==> src/rtl/eth_payload_extract_if.sv <==
// Byte stream from the payload extractor to its consumer; valid/ready handshake,
// the producer holds data stable until ready is seen.
interface eth_payload_extract_if;
   logic [7:0] byte_data;
   logic       byte_last;
   logic       byte_valid;
   logic       byte_ready;

   modport master (output byte_data, byte_last, byte_valid, input byte_ready);
   modport slave  (input byte_data, byte_last, byte_valid, output byte_ready);
endinterface

==> src/rtl/eth_payload_extract.sv <==
// Packs payload nibbles (low first) into bytes and queues them in a show-ahead FIFO: one held byte of latency,
// output visible the cycle after push. Backpressure fills the FIFO; an overflow drops the rest of the frame.
module eth_payload_extract #(
   parameter int DEPTH_LOG2 = 4
) (
   input  logic                   eth_clk,
   input  logic                   rst_n,
   input  logic [3:0]             nibble,
   input  logic                   nibble_valid,
   input  logic                   nibble_user_data,
   eth_payload_extract_if.master  byte_out,
   output logic [DEPTH_LOG2:0]    fifo_level,
   output logic                   err_overflow,
   output logic                   err_odd,
   output logic [15:0]            frame_cnt
);
   localparam int DEPTH = 1 << DEPTH_LOG2;

   typedef logic [DEPTH_LOG2-1:0] ptr_t;
   typedef logic [DEPTH_LOG2:0]   lvl_t;
   typedef enum logic [1:0] {IDLE, LO, HI, DISCARD} state_t;

   localparam lvl_t DEPTH_LVL = lvl_t'(DEPTH);

   logic [1:0] rst_sync_q;
   logic       rst_int_n;

   state_t      state_q, state_d;
   logic [3:0]  lo_nib_q, lo_nib_d;
   logic [7:0]  held_q, held_d;
   logic        held_vld_q, held_vld_d;
   logic        armed_q, armed_d;
   logic        err_odd_q, err_odd_d;
   logic        err_ovf_q, err_ovf_d;
   logic [15:0] frame_cnt_q, frame_cnt_d;
   ptr_t        wr_ptr_q, wr_ptr_d;
   ptr_t        rd_ptr_q, rd_ptr_d;
   lvl_t        level_q, level_d;
   logic [8:0]  mem_q [DEPTH];

   logic        payload;
   logic        fifo_empty;
   logic        fifo_full;
   logic        pop;
   logic        push_req;
   logic        push_ok;
   logic [8:0]  push_word;
   logic [8:0]  head;

   // Reset asserts immediately but releases only on a clock edge.
   always_ff @(posedge eth_clk or negedge rst_n) begin
      if (!rst_n) rst_sync_q <= 2'b00;
      else        rst_sync_q <= {rst_sync_q[0], 1'b1};
   end
   assign rst_int_n = rst_sync_q[1];

   assign payload    = nibble_valid & nibble_user_data;
   assign fifo_empty = (level_q == '0);
   assign fifo_full  = (level_q == DEPTH_LVL);
   assign pop        = ~fifo_empty & byte_out.byte_ready;
   assign head       = mem_q[rd_ptr_q];

   always_comb begin
      state_d     = state_q;
      lo_nib_d    = lo_nib_q;
      held_d      = held_q;
      held_vld_d  = held_vld_q;
      // Armed once a non-payload cycle is seen, so a region cut by reset is never resumed.
      armed_d     = armed_q | ~payload;
      err_odd_d   = 1'b0;
      err_ovf_d   = 1'b0;
      push_req    = 1'b0;
      push_word   = '0;
      frame_cnt_d = frame_cnt_q;
      wr_ptr_d    = wr_ptr_q;
      rd_ptr_d    = rd_ptr_q;
      level_d     = level_q;

      case (state_q)
         IDLE: begin
            if (payload && armed_q) begin
               lo_nib_d = nibble;
               state_d  = HI;
            end
         end
         HI: begin
            if (payload) begin
               if (held_vld_q) begin
                  push_req  = 1'b1;
                  push_word = {1'b0, held_q};
               end
               held_d     = {nibble, lo_nib_q};
               held_vld_d = 1'b1;
               state_d    = LO;
            end else begin
               if (held_vld_q) begin
                  push_req  = 1'b1;
                  push_word = {1'b1, held_q};
               end
               held_vld_d = 1'b0;
               err_odd_d  = 1'b1;
               state_d    = IDLE;
            end
         end
         LO: begin
            if (payload) begin
               lo_nib_d = nibble;
               state_d  = HI;
            end else begin
               if (held_vld_q) begin
                  push_req  = 1'b1;
                  push_word = {1'b1, held_q};
               end
               held_vld_d = 1'b0;
               state_d    = IDLE;
            end
         end
         DISCARD: begin
            if (!nibble_valid) state_d = IDLE;
         end
         default: state_d = IDLE;
      endcase

      // A pop on the same edge frees the slot, so a full FIFO can still accept.
      push_ok = push_req & (~fifo_full | pop);
      if (push_req && !push_ok) begin
         err_ovf_d  = 1'b1;
         held_vld_d = 1'b0;
         state_d    = DISCARD;
      end

      if (push_ok) begin
         wr_ptr_d = wr_ptr_q + ptr_t'(1);
         if (push_word[8]) frame_cnt_d = frame_cnt_q + 16'd1;
      end
      if (pop) rd_ptr_d = rd_ptr_q + ptr_t'(1);

      case ({push_ok, pop})
         2'b10:   level_d = level_q + lvl_t'(1);
         2'b01:   level_d = level_q - lvl_t'(1);
         default: level_d = level_q;
      endcase
   end

   always_ff @(posedge eth_clk or negedge rst_int_n) begin
      if (!rst_int_n) begin
         state_q     <= IDLE;
         lo_nib_q    <= '0;
         held_q      <= '0;
         held_vld_q  <= 1'b0;
         armed_q     <= 1'b0;
         err_odd_q   <= 1'b0;
         err_ovf_q   <= 1'b0;
         frame_cnt_q <= '0;
         wr_ptr_q    <= '0;
         rd_ptr_q    <= '0;
         level_q     <= '0;
      end else begin
         state_q     <= state_d;
         lo_nib_q    <= lo_nib_d;
         held_q      <= held_d;
         held_vld_q  <= held_vld_d;
         armed_q     <= armed_d;
         err_odd_q   <= err_odd_d;
         err_ovf_q   <= err_ovf_d;
         frame_cnt_q <= frame_cnt_d;
         wr_ptr_q    <= wr_ptr_d;
         rd_ptr_q    <= rd_ptr_d;
         level_q     <= level_d;
      end
   end

   always_ff @(posedge eth_clk) begin
      if (push_ok) mem_q[wr_ptr_q] <= push_word;
   end

   assign byte_out.byte_valid = ~fifo_empty;
   assign byte_out.byte_data  = fifo_empty ? 8'h00 : head[7:0];
   assign byte_out.byte_last  = ~fifo_empty & head[8];
   assign fifo_level          = level_q;
   assign err_overflow        = err_ovf_q;
   assign err_odd             = err_odd_q;
   assign frame_cnt           = frame_cnt_q;
endmodule

==> src/flat_wrapper.sv <==
// flat-port wrapper written by rule: the top's interface ports become plain ports
module eth_payload_extract_flat 
#(
   parameter int DEPTH_LOG2 = 4
)
  (eth_clk, rst_n, nibble, nibble_valid, nibble_user_data, fifo_level, err_overflow, err_odd, frame_cnt, byte_out_byte_data, byte_out_byte_last, byte_out_byte_valid, byte_out_byte_ready);
  eth_payload_extract_if byte_out_i ();
  input  logic eth_clk;
  input  logic rst_n;
  input  logic [3:0] nibble;
  input  logic nibble_valid;
  input  logic nibble_user_data;
  output logic [DEPTH_LOG2:0] fifo_level;
  output logic err_overflow;
  output logic err_odd;
  output logic [15:0] frame_cnt;
  output wire logic [$bits(byte_out_i.byte_data)-1:0] byte_out_byte_data;
  output wire logic [$bits(byte_out_i.byte_last)-1:0] byte_out_byte_last;
  output wire logic [$bits(byte_out_i.byte_valid)-1:0] byte_out_byte_valid;
  input wire logic [$bits(byte_out_i.byte_ready)-1:0] byte_out_byte_ready;
  assign byte_out_byte_data = byte_out_i.byte_data;
  assign byte_out_byte_last = byte_out_i.byte_last;
  assign byte_out_byte_valid = byte_out_i.byte_valid;
  assign byte_out_i.byte_ready = byte_out_byte_ready;
  eth_payload_extract #(.DEPTH_LOG2(DEPTH_LOG2)) u_core (.eth_clk(eth_clk), .rst_n(rst_n), .nibble(nibble), .nibble_valid(nibble_valid), .nibble_user_data(nibble_user_data), .byte_out(byte_out_i), .fifo_level(fifo_level), .err_overflow(err_overflow), .err_odd(err_odd), .frame_cnt(frame_cnt));
endmodule
==> config.mk <==
export PLATFORM = sky130hd
export DESIGN_NAME = eth_payload_extract_flat
export DESIGN_NICKNAME = d
export VERILOG_FILES = /design/src/rtl/eth_payload_extract_if.sv /design/src/rtl/eth_payload_extract.sv /design/src/flat_wrapper.sv
export SDC_FILE = /design/constraint.sdc
export NUM_CORES = 1
export LEC_CHECK = 0
export ABC_CLOCK_PERIOD_IN_PS = 2450
export CAP_MARGIN = 20
export CORE_ASPECT_RATIO = 0.9
export CORE_UTILIZATION = 25
export DETAILED_ROUTE_END_ITERATION = 8
export PLACE_DENSITY = 0.48
export SETUP_SLACK_MARGIN = 0.4
export SLEW_MARGIN = 20
export SYNTH_ARGS = -nofsm -noshare
export SYNTH_HDL_FRONTEND = slang
export SYNTH_SLANG_ARGS = --single-unit
==> constraint.sdc <==
create_clock -name eth_clk -period 2.45 [get_ports eth_clk]
set_clock_uncertainty 0.2 [all_clocks]
set_input_delay 0.3675 -clock eth_clk [delete_from_list [all_inputs] [get_ports eth_clk]]
set_output_delay 0.3675 -clock eth_clk [all_outputs]
set_load 0.02 [all_outputs]
# --- After elaboration in Yosys (flattened, before gate mapping) ---
# Memory sizes are Yosys's and may differ from the RTL's.
# Cells that the tools add are included.
# Widths: inputs -> output; s select.
totals:
  mem_count: 1
  mem_bits_rw: 144
  in_bits: 9
  reg_bits: 49
  output_inout_bits: 33
memory_table:
  columns: ["name", "words", "width", "rd", "rd_ports_with_merged_regs", "wr", "line", "rtl"]
  rows:
  - ["u_core.mem_q", 16, 9, 1, 0, 1, "eth_payload_extract.sv:39", "logic [8:0] mem_q [DEPTH];"]
classes:
  mux: 28
  add_sub_neg: 5
  reduce_logical: 13
  n_eq_ne: 11
  bitwise: 9
ops:
  columns: ["cell", "count"]
  rows:
  - ["$mux 9", 3]
  - ["$pmux 9 s2", 1]
  - ["$add 16x1->16 const B", 1]
  - ["$mux 8", 2]
  - ["$mux 1", 11]
  - ["$pmux 5 s2", 1]
  - ["$add 4x1->4 const B", 2]
  - ["$mux 2", 4]
  - ["$mux 4", 2]
  - ["$pmux 2 s4", 1]
  - ["$pmux 4 s2", 1]
  - ["$reduce_and 2->1", 4]
  - ["$eq 2x2->1 const B", 3]
  - ["$add 5x1->5 const B", 1]
  - ["$eq 5x5->1 const B", 1]
  - ["$logic_not 5->1", 1]
  - ["$sub 5x1->5 const B", 1]
  - ["$and 1x1->1", 4]
  - ["$eq 2x1->1 const B", 2]
  - ["$ne 2x1->1 const B", 2]
  - ["$pmux 1 s2", 2]
  - ["$reduce_bool 2->1", 2]
  - ["$ne 3x1->1 const B", 1]
  - ["$ne 3x2->1 const B", 1]
  - ["other kinds (8)", 12]

# --- Logic depth before layout (Yosys ltp) ---
# Gate-level depths: netlist (run 1).
logic_depth:
  depth_word: 9
  mapped_depth: 11
  depth_no_buf: 11

# --- Least setup slack after synthesis (run 1) ---
# OpenSTA, ideal clock, no wires.
synth_path:
  kind: "flip-flop to flip-flop"
  start: "register u_core.state_q[0]"
  end: "memory u_core.mem_q[3][0] (enable)"
  arrival_ns: 2.350
  path_stages_with_launch: 9
  setup_slack_ns: -0.487
  required_time_ns: 1.863
  setup_ns: 0.387
  cell_sequence: "dfrtp_1 inv_1 ha_1 o211a_1 and2_1 nor2b_1 buf_2 nand2_1 nor3_1"
synth_between:
  elab_chain_len: 5
synth_lines:
  columns: ["item", "line", "rtl"]
  rows:
  - ["from (decl)", "eth_payload_extract.sv:28", "state_t state_q, state_d;"]
  - ["from (signal assigned)", "eth_payload_extract.sv:159", "state_q <= state_d;"]
  - ["$eq 2x1->1 / $eq 2x2->1 (equally long branches)", "eth_payload_extract.sv:79", "case (state_q)"]
  - ["$pmux 1 s2 *", "eth_payload_extract.sv:79", null]
  - ["$and 1x1->1 *", "eth_payload_extract.sv:125", "push_ok = push_req & (~fifo_full | pop);"]
  - ["$mux 1 *", "eth_payload_extract.sv:174", "if (push_ok) mem_q[wr_ptr_q] <= push_word;"]
  - ["$mux 1 (implied by the code) *", "eth_payload_extract.sv:174", null]
  - ["to (decl)", "eth_payload_extract.sv:39", null]
# Mark *: on every way between the ends. The rest lies on a longest branch, timed or not.

# --- Final worst setup path (run 1) ---
layout_path:
  start: "register u_core.rd_ptr_q[0]"
  end: "output byte_out_byte_data[7]"
layout_between:
  elab_chain_len: 2
layout_lines:
  columns: ["item", "line", "rtl"]
  rows:
  - ["from (decl)", "eth_payload_extract.sv:37", "ptr_t rd_ptr_q, rd_ptr_d;"]
  - ["from (signal assigned)", "eth_payload_extract.sv:168", "rd_ptr_q <= rd_ptr_d;"]
  - ["$mem_v2 16x9", null, null]
  - ["$mux 8", "eth_payload_extract.sv:178", "assign byte_out.byte_data = fifo_empty ? 8'h00 : head[7:0];"]
  - ["to (decl)", "flat_wrapper.sv:17", "output wire logic [$bits(byte_out_i.byte_data)-1:0] byte_out_byte_data;"]
# No other way between the ends.

==> results.yml, run 1 <==
placed_design:
  portBuffers: 41
  placed_area_sq_um: 9918
  dp_hpwl_um: 11900
  place.gp.congestion: 0.7605
sta:
  tns_ns: -34.22
  finalCriticalPeriod_ns: 3.011
  postLayoutSetupSlackWorst_ns: -0.5609
  tightest_slew_ns: 0.6029
  rsz0062_at_grt: "true"
  setup_viol: 175
  fmax_ghz: 0.3321
  slew_viol_final: 0
  post-route-period-util: 1.229
  hold_viol: 0
  slew_headroom: 0.5980
setup_path:
  cp-start-kind: "register"
  setup.worst_path.start: "u_core.rd_ptr_q[0]$_DFFE_PN0P_"
  cp.required_ns: 1.88
  ff2ff_path_depth: 13
  r2r_setup_slack_ns: -0.29
  reg2reg_from: "u_core.state_q[1]$_DFFE_PN0P_"
  r2r_end: "u_core.mem_q[5][3]$_DFFE_PP_"
  endpoint: "byte_out_byte_data[7]"
  crit_fanout: 7
  worst-endpoint-arrival_ns: 2.44
  worst-setup-path-type: "reg2out"
  worstSetupEndpointType: "output port"
cts:
  cts_max_level: 4
  tritoncts: "done"
  clkLatencyLatePin_ns: 0.43
  cts_sinks: 193
  cts.clk_slew.worst_paths_ns: 0.07
  cts_made_buffers: 17
  clockBufferDepth: 2
  cts-root-buf: "clkbuf_16"
floorplan:
  ios: 42
  initial_core_util: 0.2550
  die_h_um: 170.7
  std_cell_rows: 61
  core_area_sq_um: 30990
  die-area_sq_um: 32320
  die_x_um: 189.4
logic_synthesis:
  netlist.area_leader.share: 0.5473
  synth_nets: 453
  postSynth.asyncResetShare: 0.2539
  synth-seq-cells: 193
  synth-edff-count: 144
  ys.warnings.count: 0
  syn_avg_cell_area_sq_um: 18.33
  netlist_area_sq_um: 7901
  synth.distinct_cells: 41
  synth-main-ff-cell: "edfxtp_1"
  seq_area_frac_synth: 0.7025
  syn-instance-count: 431
  yosysTopAreaCell: "edfxtp_1"
  synth_area_leaders: "edfxtp_1, dfrtp_1, mux4_2"
detailed_routing:
  postRouteWirelength_um: 20580
  drtAntennaViolNets: 0
  drtPass1Iterations: 4
  drt_iter0_markers: 287
  wl_per_cell_um: 19.82
  routed_via_density: 4.388
  num_vias: 4555
  drc: 0
layout:
  nets: 638
  area_growth_pct: 50.36
  design_area_sq_um: 11880
  drive_above_1_share: 0.5183
  diodes: 0
  fillers: 2842
global_route:
  antenna_found_initial: 0
  grt_max_degree: 26
  busiest_layer: "met2"
  grtUsageMet3: 0.02872
  grt_pass1_vias: 4986
  track_usage: 0.1346
  grt_pass1_wl_um: 31330
  grtUsageMet1: 0.1781
  grt_overflow_total: 0
  grt_use_met2: 0.2239
worst_hold_path:
  hold_class: "reg2async"
pwr:
  p_leak_nw: 4.529
  total_power_w: 0.01302
  power.density_nw_per_um2: 1096
  peakVddDrop_uv: 635.2
status:
  status: "finished, violations left"
  failed_checks: "negative setup slack"
job:
  maxCapViolCount: 0
## cell families after synthesis
logic type / count (synthesis) / synth area share
buf+inv: 26 / 0.01425
simple gates: 91 / 0.06049
flops: 193 / 0.7025
fa+ha+maj: 13 / 0.02059
compound gates: 18 / 0.01916
xor+xnor: 26 / 0.02882
mux: 63 / 0.1538
other cells: 1 / 0.0004746
## what timing repair did
item | in CTS | in global routing
buffers inserted | 52 | 9
gates resized for setup | 154 | 44
cloned | 10 | 1
hold buffers | 1 | 0
endpoints found under the hold margin | 2 | 0
endpoints found under the setup margin | 230 | 302
pin swaps | 24 | 24
## power breakdown
| part | internal (W) | switching (W) | total, W |
|---|---|---|---|
| sequential | 0.00403 | 0.000326 | 0.00436 |
| clock | 0.00144 | 0.00131 | 0.00275 |
| combinational | 0.00340 | 0.00252 | 0.00592 |
| total | 0.00888 | 0.00415 | 0.0130 |
## layout make-up
| class | count | area (sq um) | area share |
|---|---|---|---|
| tap | 409 | 511.7 | 0.04308 |
| clock buffer | 19 | 432.9 | 0.03644 |
| sequential | 193 | 5557 | 0.4677 |
| inverter | 10 | 40.04 | 0.003370 |
| timing repair buffer | 182 | 2404 | 0.2023 |
| multi-input combinational | 212 | 2788 | 0.2347 |
| clock inverter | 13 | 147.6 | 0.01243 |
## metrics by stage
| step | hold WS, ns | std cells | utilization | worst slack [ns] |
|---|---|---|---|---|
| floorplan | -0.1281 | 431 | - | -0.2583 |
| global placement | 0.08958 | 933 | 0.3201 | -0.4561 |
| detailed placement | 0.09434 | 933 | 0.3201 | -0.4832 |
| CTS | 0.1017 | 1028 | 0.3766 | -0.5994 |
| global route | 0.1288 | 1038 | 0.3834 | -0.6413 |
| finish | 0.08327 | 1038 | 0.3834 | -0.5609 |
## routing by layer
layer,share of wire,wire length (um)
met1,0.43,8905
met3,0.054,1116
met5,0,0
met2,0.51,10430
met4,0.0063,129
## critical path, cell delays in order (launching register included)
cell and delay (ns):
dfrtp_2 0.41, buf_6 0.13, buf_12 0.13, buf_12 0.11
mux4_2 0.49, mux4_2 0.48, nor2b_4 0.14, buf_6 0.12
## placed cells by master (no fill, tap or decap), types with 11 or more instances in the layout
cell and instances:
buf_12 44, nor2_4 17, mux4_2 45, xnor2_1 14, buf_6 55, edfxtp_1 144, buf_4 38, clkbuf_16 23
dlygate4sd2_1 16, dfrtp_1 44, mux2_2 11
## cells in the mapped netlist, types with 2 or more instances
cell      number
edfxtp_1     144
buf_1          5
xor2_1         6
inv_1         10
mux2_2        17
o21ai_0        3
nand3_1       10
xnor2_1       20
nand4_1        5
nor2_1        20
nand2_1       16
nor3_1         5
and2_1         4
buf_2          3
buf_4          3
ha_1          13
nand2b_1       3
nor2b_1       11
clkbuf_1       5
and3_1        10
a21oi_1        5
a32oi_1        2
mux4_2        45
dfrtp_1       49
## registers in the layout, summed over array words and instances, names as in the netlist, 2 cells and up
register / flops
u_core.state_q: 2
u_core.rst_sync_q: 2
u_core.wr_ptr_q: 4
u_core.held_q: 8
u_core.lo_nib_q: 4
u_core.fifo_level: 5
u_core.mem_q: 144
u_core.rd_ptr_q: 4
u_core.frame_cnt: 16
## how the worst min path moves through the flow
stage	from	endpoint	slack [ns]	cells after the start
final	u_core.rst_sync_q[1]$_DFF_PN0_	u_core.held_q[6]$_DFFE_PN0P_	0.08	0
after global placement	u_core.rst_sync_q[1]$_DFF_PN0_	u_core.held_q[4]$_DFFE_PN0P_	0.09	0
after detailed placement	u_core.rst_sync_q[1]$_DFF_PN0_	u_core.held_q[4]$_DFFE_PN0P_	0.09	0
after global routing	u_core.rst_sync_q[1]$_DFF_PN0_	u_core.held_q[3]$_DFFE_PN0P_	0.13	0
after CTS	u_core.rst_sync_q[1]$_DFF_PN0_	u_core.held_q[3]$_DFFE_PN0P_	0.10	0
after floorplan	rst_n	u_core.rst_sync_q[0]$_DFF_PN0_	-0.13	0
No activity file was read; power rests on OpenSTA's default activity.
==> run 2, diff against run 1 <==
--- a/config.mk
+++ b/config.mk
@@ -5,6 +5,7 @@
 export SDC_FILE = /design/constraint.sdc
 export NUM_CORES = 1
 export LEC_CHECK = 0
+export ABC_AREA = 1
 export ABC_CLOCK_PERIOD_IN_PS = 2450
 export CAP_MARGIN = 20
 export CORE_ASPECT_RATIO = 0.9
@@ -12,7 +13,7 @@
 export DETAILED_ROUTE_END_ITERATION = 8
 export PLACE_DENSITY = 0.48
 export SETUP_SLACK_MARGIN = 0.4
-export SLEW_MARGIN = 20
+export SLEW_MARGIN = 10
 export SYNTH_ARGS = -nofsm -noshare
 export SYNTH_HDL_FRONTEND = slang
 export SYNTH_SLANG_ARGS = --single-unit
==> results.yml, run 2 <==
sta:
  fmax_ghz: 0.3844
  slew_headroom: 0.5641
  post-route-period-util: 1.062
  rsz0062_at_grt: "true"
  finalCriticalPeriod_ns: 2.601
  slew_viol_final: 0
  hold_viol: 0
  setup_viol: 49
  tightest_slew_ns: 0.6538
  postLayoutSetupSlackWorst_ns: -0.1512
logic_synthesis:
  postSynth.asyncResetShare: 0.2539
  synth_area_leaders: "edfxtp_1, dfrtp_1, o21ai_0"
  synth_top_family_by_area: "simple AND/OR/NAND/NOR gates"
  ys.warnings.count: 0
  synth.distinct_cells: 37
  netlist_area_sq_um: 8257
  synth-seq-cells: 193
  synth-xor-area-share: 0.02334
  syn-instance-count: 704
  synth_common_cells: "edfxtp_1, nor2_1, o21ai_0"
  netlist.area_leader.share: 0.5237
  synthSimpleGateAreaFrac: 0.1381
  yosysTopAreaCell: "edfxtp_1"
  seq_area_frac_synth: 0.6722
  syn_avg_cell_area_sq_um: 11.73
  synth-compound-area-share: 0.1047
  muxShareOfSynthArea: 0.005455
  synth-adder-area-share: 0.01970
  synth_most_common_cell: "edfxtp_1"
  synth_nets: 726
  synth-main-ff-cell: "edfxtp_1"
  synth-edff-count: 144
detailed_routing:
  routed_via_density: 4.579
  wl_per_cell_um: 18.37
  drtPass1Iterations: 4
  drtAntennaViolNets: 0
  num_vias: 6113
  drc: 0
  postRouteWirelength_um: 24530
  drt_iter0_markers: 413
placed_design:
  place.gp.congestion: 0.7755
  dp_hpwl_um: 14180
  placed_area_sq_um: 10070
  portBuffers: 41
layout:
  area_growth_pct: 49.89
  diodes: 0
  drive_above_1_share: 0.3700
  fillers: 3069
  final_cell_mix: "edfxtp_1, nor2_1, o21ai_0, buf_4, nand2_1"
  nets: 928
  design_area_sq_um: 12380
  regArea_sq_um: 5555
  final_common_cell: "edfxtp_1"
  largest-register: "u_core.mem_q"
  multi_input_area_sq_um: 2942
  largest_reg_flops: 144
setup_path:
  path_common_cell: "buf_12"
  setup.worst_path.start: "u_core.rd_ptr_q[0]$_DFFE_PN0P_"
  worstSetupEndpointType: "output port"
  crit_fanout: 6
  worst-setup-path-type: "reg2out"
  cp.required_ns: 1.88
  slowest_stage: "dfrtp_2"
  max_stage_delay_ns: 0.47
  worst-endpoint-arrival_ns: 2.03
  crit_chain: "clkinv_4 > buf_12 > buf_12 > buf_16 > nor2_2 > o221ai_1 > nand3_1 > a21oi_2 > buf_6"
  cp-start-kind: "register"
  reg2reg_from: "u_core.state_q[1]$_DFFE_PN0P_"
pwr:
  p_leak_nw: 4.659
  p_switching_w: 0.005056
  total_power_w: 0.01345
  p_clk_frac: 0.214
  swShare: 0.3760
  comb_power_share: 0.479
  p_seq_frac: 0.306
  p_int_w: 0.008392
  power.density_nw_per_um2: 1087
  peakVddDrop_uv: 583.8
cts:
  cts-root-buf: "clkbuf_16"
  cts_made_buffers: 17
  cts.clk_slew.worst_paths_ns: 0.08
  cts_sinks: 193
  clockBufferDepth: 2
  cts_max_level: 4
  clkLatencyLatePin_ns: 0.44
  tritoncts: "done"
worst_hold_path:
  hold_class: "reg2reg"
  worstHoldStart: "u_core.rst_sync_q[0]$_DFF_PN0_"
floorplan:
  die_h_um: 174.4
  die-area_sq_um: 33760
  initial_core_util: 0.2565
  core_area_sq_um: 32190
  ios: 42
  die_x_um: 193.6
  std_cell_rows: 62
global_route:
  grt_overflow_total: 0
  track_usage: 0.1454
  grt_max_degree: 48
  grt_pass1_vias: 6185
  antenna_found_initial: 0
  grt_pass1_wl_um: 36510
status:
  failed_checks: "negative setup slack"
  status: "finished, violations left"
job:
  maxCapViolCount: 0
[run 2: changes by cell type in the layout (fill, tap and decap cells not counted), sizes merged, moves of 13 or more]
cell,change
inv,+35
nand2,+63
xnor2,-13
o221ai,+28
nand3,+18
mux4,-45
buf,+29
nor2,+105
mux2,-13
o21ai,+97
[run 2: path summary, 6_finish.rpt]
check	end	slack, ns	cells past startpoint
worst min-delay path	u_core.rst_sync_q[1]$_DFF_PN0_	0.16	0
max in group asynchronous	u_core.fifo_level[3]$_DFFE_PN0P_	1.40	1
worst max register to register	u_core.mem_q[11][0]$_DFFE_PP_	-0.10	15
worst max-delay path	byte_out_byte_data[6]	-0.15	9
min in group asynchronous	u_core.state_q[0]$_DFFE_PN0P_	0.17	1
worst min register to register	u_core.rst_sync_q[1]$_DFF_PN0_	0.16	0
[run 2: what timing repair did]
action	CTS	global route
endpoints found under the hold margin	2	0
setup buffers	50	23
cloned	13	5
hold buffers	1	0
gates resized for setup	213	86
setup endpoints to repair	234	304
pin swaps	49	37
[run 2: cell families (layout without fill, tap and decap cells)]
group,Yosys count,in the layout
other,1,1
XOR/XNOR,22,22
AO/OA/AOI/OAI,149,149
AND/OR/NAND/NOR,248,248
adder cells (fa/ha/maj),13,13
multiplexers,4,4
buffers and inverters,74,289
flip-flops,193,193
[run 2: cell type report]
cell class | count | share of cell area
flip-flops and latches | 193 | 0.4489
multi-input cells | 437 | 0.2377
repair buffers | 210 | 0.2066
well taps | 416 | 0.04206
clock buffers | 18 | 0.03468
inverters | 46 | 0.01587
clock inverters | 14 | 0.01365
repair inverters | 1 | 0.0006066
[run 2: stage by stage]
stage | worst slack (ns) | cells | setup TNS [ns] | hold slack, ns | utilization
after floorplan | 0.3451 | 704 | 0 | -0.1281 | -
after detailed placement | -0.1870 | 1211 | -10.43 | 0.1504 | 0.3129
after global placement | -0.1967 | 1210 | -14.11 | 0.1362 | 0.3126
after global routing | -0.2444 | 1335 | -8.359 | 0.1801 | 0.3844
after CTS | -0.1582 | 1307 | -2.245 | 0.1682 | 0.3697
final | -0.1512 | 1335 | -3.402 | 0.1602 | 0.3844
[run 2: layer usage]
metal,global-route usage,wire (um)
met1,0.1981,11360
met2,0.2368,11680
met3,0.02910,1196
met4,0.03500,294
met5,0,0
[run 2: power groups by stage]
stage | logic [W] | registers (W) | clock network (W)
after floorplan | 0.00265 | 0.00424 | 0
after global placement | 0.00482 | 0.00417 | 0
after detailed placement | 0.00485 | 0.00417 | 0
after CTS | 0.00601 | 0.00412 | 0.00294
after global routing | 0.00697 | 0.00416 | 0.00307
final | 0.00645 | 0.00412 | 0.00288
[run 2: critical path, delay by kind of cell (launching register included)]
kind / cells / cell delay (ns)
simple gates: 2 / 0.17
compound gates: 2 / 0.37
buf+inv: 5 / 0.57
flops: 1 / 0.47
==> run 3, diff against run 2 <==
--- a/config.mk
+++ b/config.mk
@@ -11,8 +11,10 @@
 export CORE_ASPECT_RATIO = 0.9
 export CORE_UTILIZATION = 25
 export DETAILED_ROUTE_END_ITERATION = 8
+export HOLD_SLACK_MARGIN = 0.05
 export PLACE_DENSITY = 0.48
 export SETUP_SLACK_MARGIN = 0.4
+export SKIP_CTS_REPAIR_TIMING = 1
 export SLEW_MARGIN = 10
 export SYNTH_ARGS = -nofsm -noshare
 export SYNTH_HDL_FRONTEND = slang
==> results.yml, run 3 (same netlist as run 2, synthesis figures left out) <==
detailed_routing:
  postRouteWirelength_um: 22420
  drtAntennaViolNets: 0
  wl_met2_um: 10450
  drt_iter0_markers: 375
  wl_met3_um: 1049
  met1_length_um: 10720
  routed_via_density: 4.497
  maxUsedRoutingLayer: "met4"
  drtPass1Iterations: 4
  wl_per_cell_um: 17.39
  drc: 0
  num_vias: 5797
sta:
  tightest_slew_ns: 0.6587
  postLayoutSetupSlackWorst_ns: -0.1489
  hold_viol: 0
  post-route-period-util: 1.061
  tns_ns: -0.9702
  whs_ns: 0.1603
  slew_headroom: 0.5608
  setup_viol: 9
  finalCriticalPeriod_ns: 2.599
  slew_viol_final: 0
  fmax_ghz: 0.3848
  rsz0062_at_grt: "true"
layout:
  final_common_cell: "edfxtp_1"
  design_area_sq_um: 11790
  largest_reg_flops: 144
  largest-register: "u_core.mem_q"
  diodes: 0
  drive_above_1_share: 0.3345
  area_growth_pct: 42.76
  multi_input_area_sq_um: 2955
  regArea_sq_um: 5558
  fillers: 3112
  final_cell_mix: "edfxtp_1, nor2_1, buf_4, o21ai_0, nand2_1"
  nets: 882
floorplan:
  std_cell_rows: 62
  die-area_sq_um: 33760
  ios: 42
  die_x_um: 193.6
  core_area_sq_um: 32190
  die_h_um: 174.4
  initial_core_util: 0.2565
setup_path:
  cp.required_ns: 1.88
  path_common_cell: "buf_4"
  crit_fanout: 8
  worst-setup-path-type: "reg2out"
  r2r_end: "u_core.mem_q[8][3]$_DFFE_PP_"
  r2r_setup_slack_ns: 0.08
  worst-endpoint-arrival_ns: 2.03
  worstSetupEndpointType: "output port"
  max_stage_delay_ns: 0.45
  crit_chain: "clkinv_4 > buf_12 > buf_4 > buf_4 > o21ai_0 > o221ai_1 > nand3_1 > a21oi_2 > buf_6"
  slowest_stage: "dfrtp_2"
  reg2reg_from: "u_core.state_q[1]$_DFFE_PN0P_"
  cp-start-kind: "register"
  ff2ff_path_depth: 11
pwr:
  power.density_nw_per_um2: 1127
  total_power_w: 0.01329
  peakVddDrop_uv: 547.4
  p_leak_nw: 4.565
placed_design:
  portBuffers: 41
  placed_area_sq_um: 10070
  pre_cts_ws_ns: -0.1870
  dp_hpwl_um: 14180
  place.gp.congestion: 0.7755
cts:
  clockBufferDepth: 2
  cts.clk_slew.worst_paths_ns: 0.07
  cts_sinks: 193
  clkLatencyLatePin_ns: 0.44
  cts_made_buffers: 17
  tritoncts: "done"
  cts_max_level: 4
  cts-root-buf: "clkbuf_16"
worst_hold_path:
  hold_class: "reg2reg"
  hold_depth: 0
  hold_end: "u_core.rst_sync_q[1]$_DFF_PN0_"
  worstHoldStart: "u_core.rst_sync_q[0]$_DFF_PN0_"
global_route:
  grt_pass1_vias: 5721
  grt_max_degree: 48
  grt_pass1_wl_um: 33060
  antenna_found_initial: 0
  track_usage: 0.1308
  grt_overflow_total: 0
status:
  status: "finished, violations left"
  failed_checks: "negative setup slack"
job:
  maxCapViolCount: 0
-- run 3: routing by layer --
| layer | up-vias | global-route usage |
|---|---|---|
| met5 | - | 0 |
| met4 | 0 | 0.03367 |
| met3 | 12 | 0.03027 |
| met2 | 128 | 0.2049 |
| met1 | 2840 | 0.1816 |
| li1 | 2817 | - |
-- run 3: area by class of cell --
class / count / area share
clock buffers: 18 / 0.03641
clock inverters: 14 / 0.01433
inverters: 46 / 0.01624
multi-input cells: 437 / 0.2507
flip-flops and latches: 193 / 0.4715
well taps: 416 / 0.04416
repair buffers: 164 / 0.1660
repair inverters: 1 / 0.0006369
-- run 3: worst max-delay path by stage --
stage	startpoint	end	slack, ns
6_report	u_core.rd_ptr_q[0]$_DFFE_PN0P_	byte_out_byte_last	-0.15
5_1_grt	u_core.rd_ptr_q[0]$_DFFE_PN0P_	byte_out_byte_data[4]	-0.25
4_1_cts	u_core.rd_ptr_q[0]$_DFFE_PN0P_	byte_out_byte_data[7]	-0.67
3_5_place_dp	u_core.rd_ptr_q[0]$_DFFE_PN0P_	byte_out_byte_data[7]	-0.19
3_3_place_gp	nibble_valid	u_core.mem_q[8][7]$_DFFE_PP_	-0.20
2_1_floorplan	u_core.state_q[1]$_DFFE_PN0P_	u_core.mem_q[0][0]$_DFFE_PP_	0.35
-- run 3: through the flow --
stage / instances / util
after floorplan: 704 / -
after global placement: 1210 / 0.3126
after detailed placement: 1211 / 0.3129
after CTS: 1243 / 0.3314
after global routing: 1289 / 0.3661
final: 1289 / 0.3661
-- run 3: worst max-delay path: cells and delay by family (launching register included) --
kind | cells | cell delay, ns
buffers and inverters | 5 | 0.71
AND/OR/NAND/NOR | 1 | 0.11
AO/OA/AOI/OAI | 3 | 0.33
flip-flops | 1 | 0.45
-- run 3: report_power, final --
| group | internal, W | total, W | switching [W] |
|---|---|---|---|
| registers | 0.00388 | 0.00413 | 0.000245 |
| logic | 0.00286 | 0.00629 | 0.00343 |
| clock network | 0.00155 | 0.00288 | 0.00133 |
| total | 0.00829 | 0.0133 | 0.00500 |
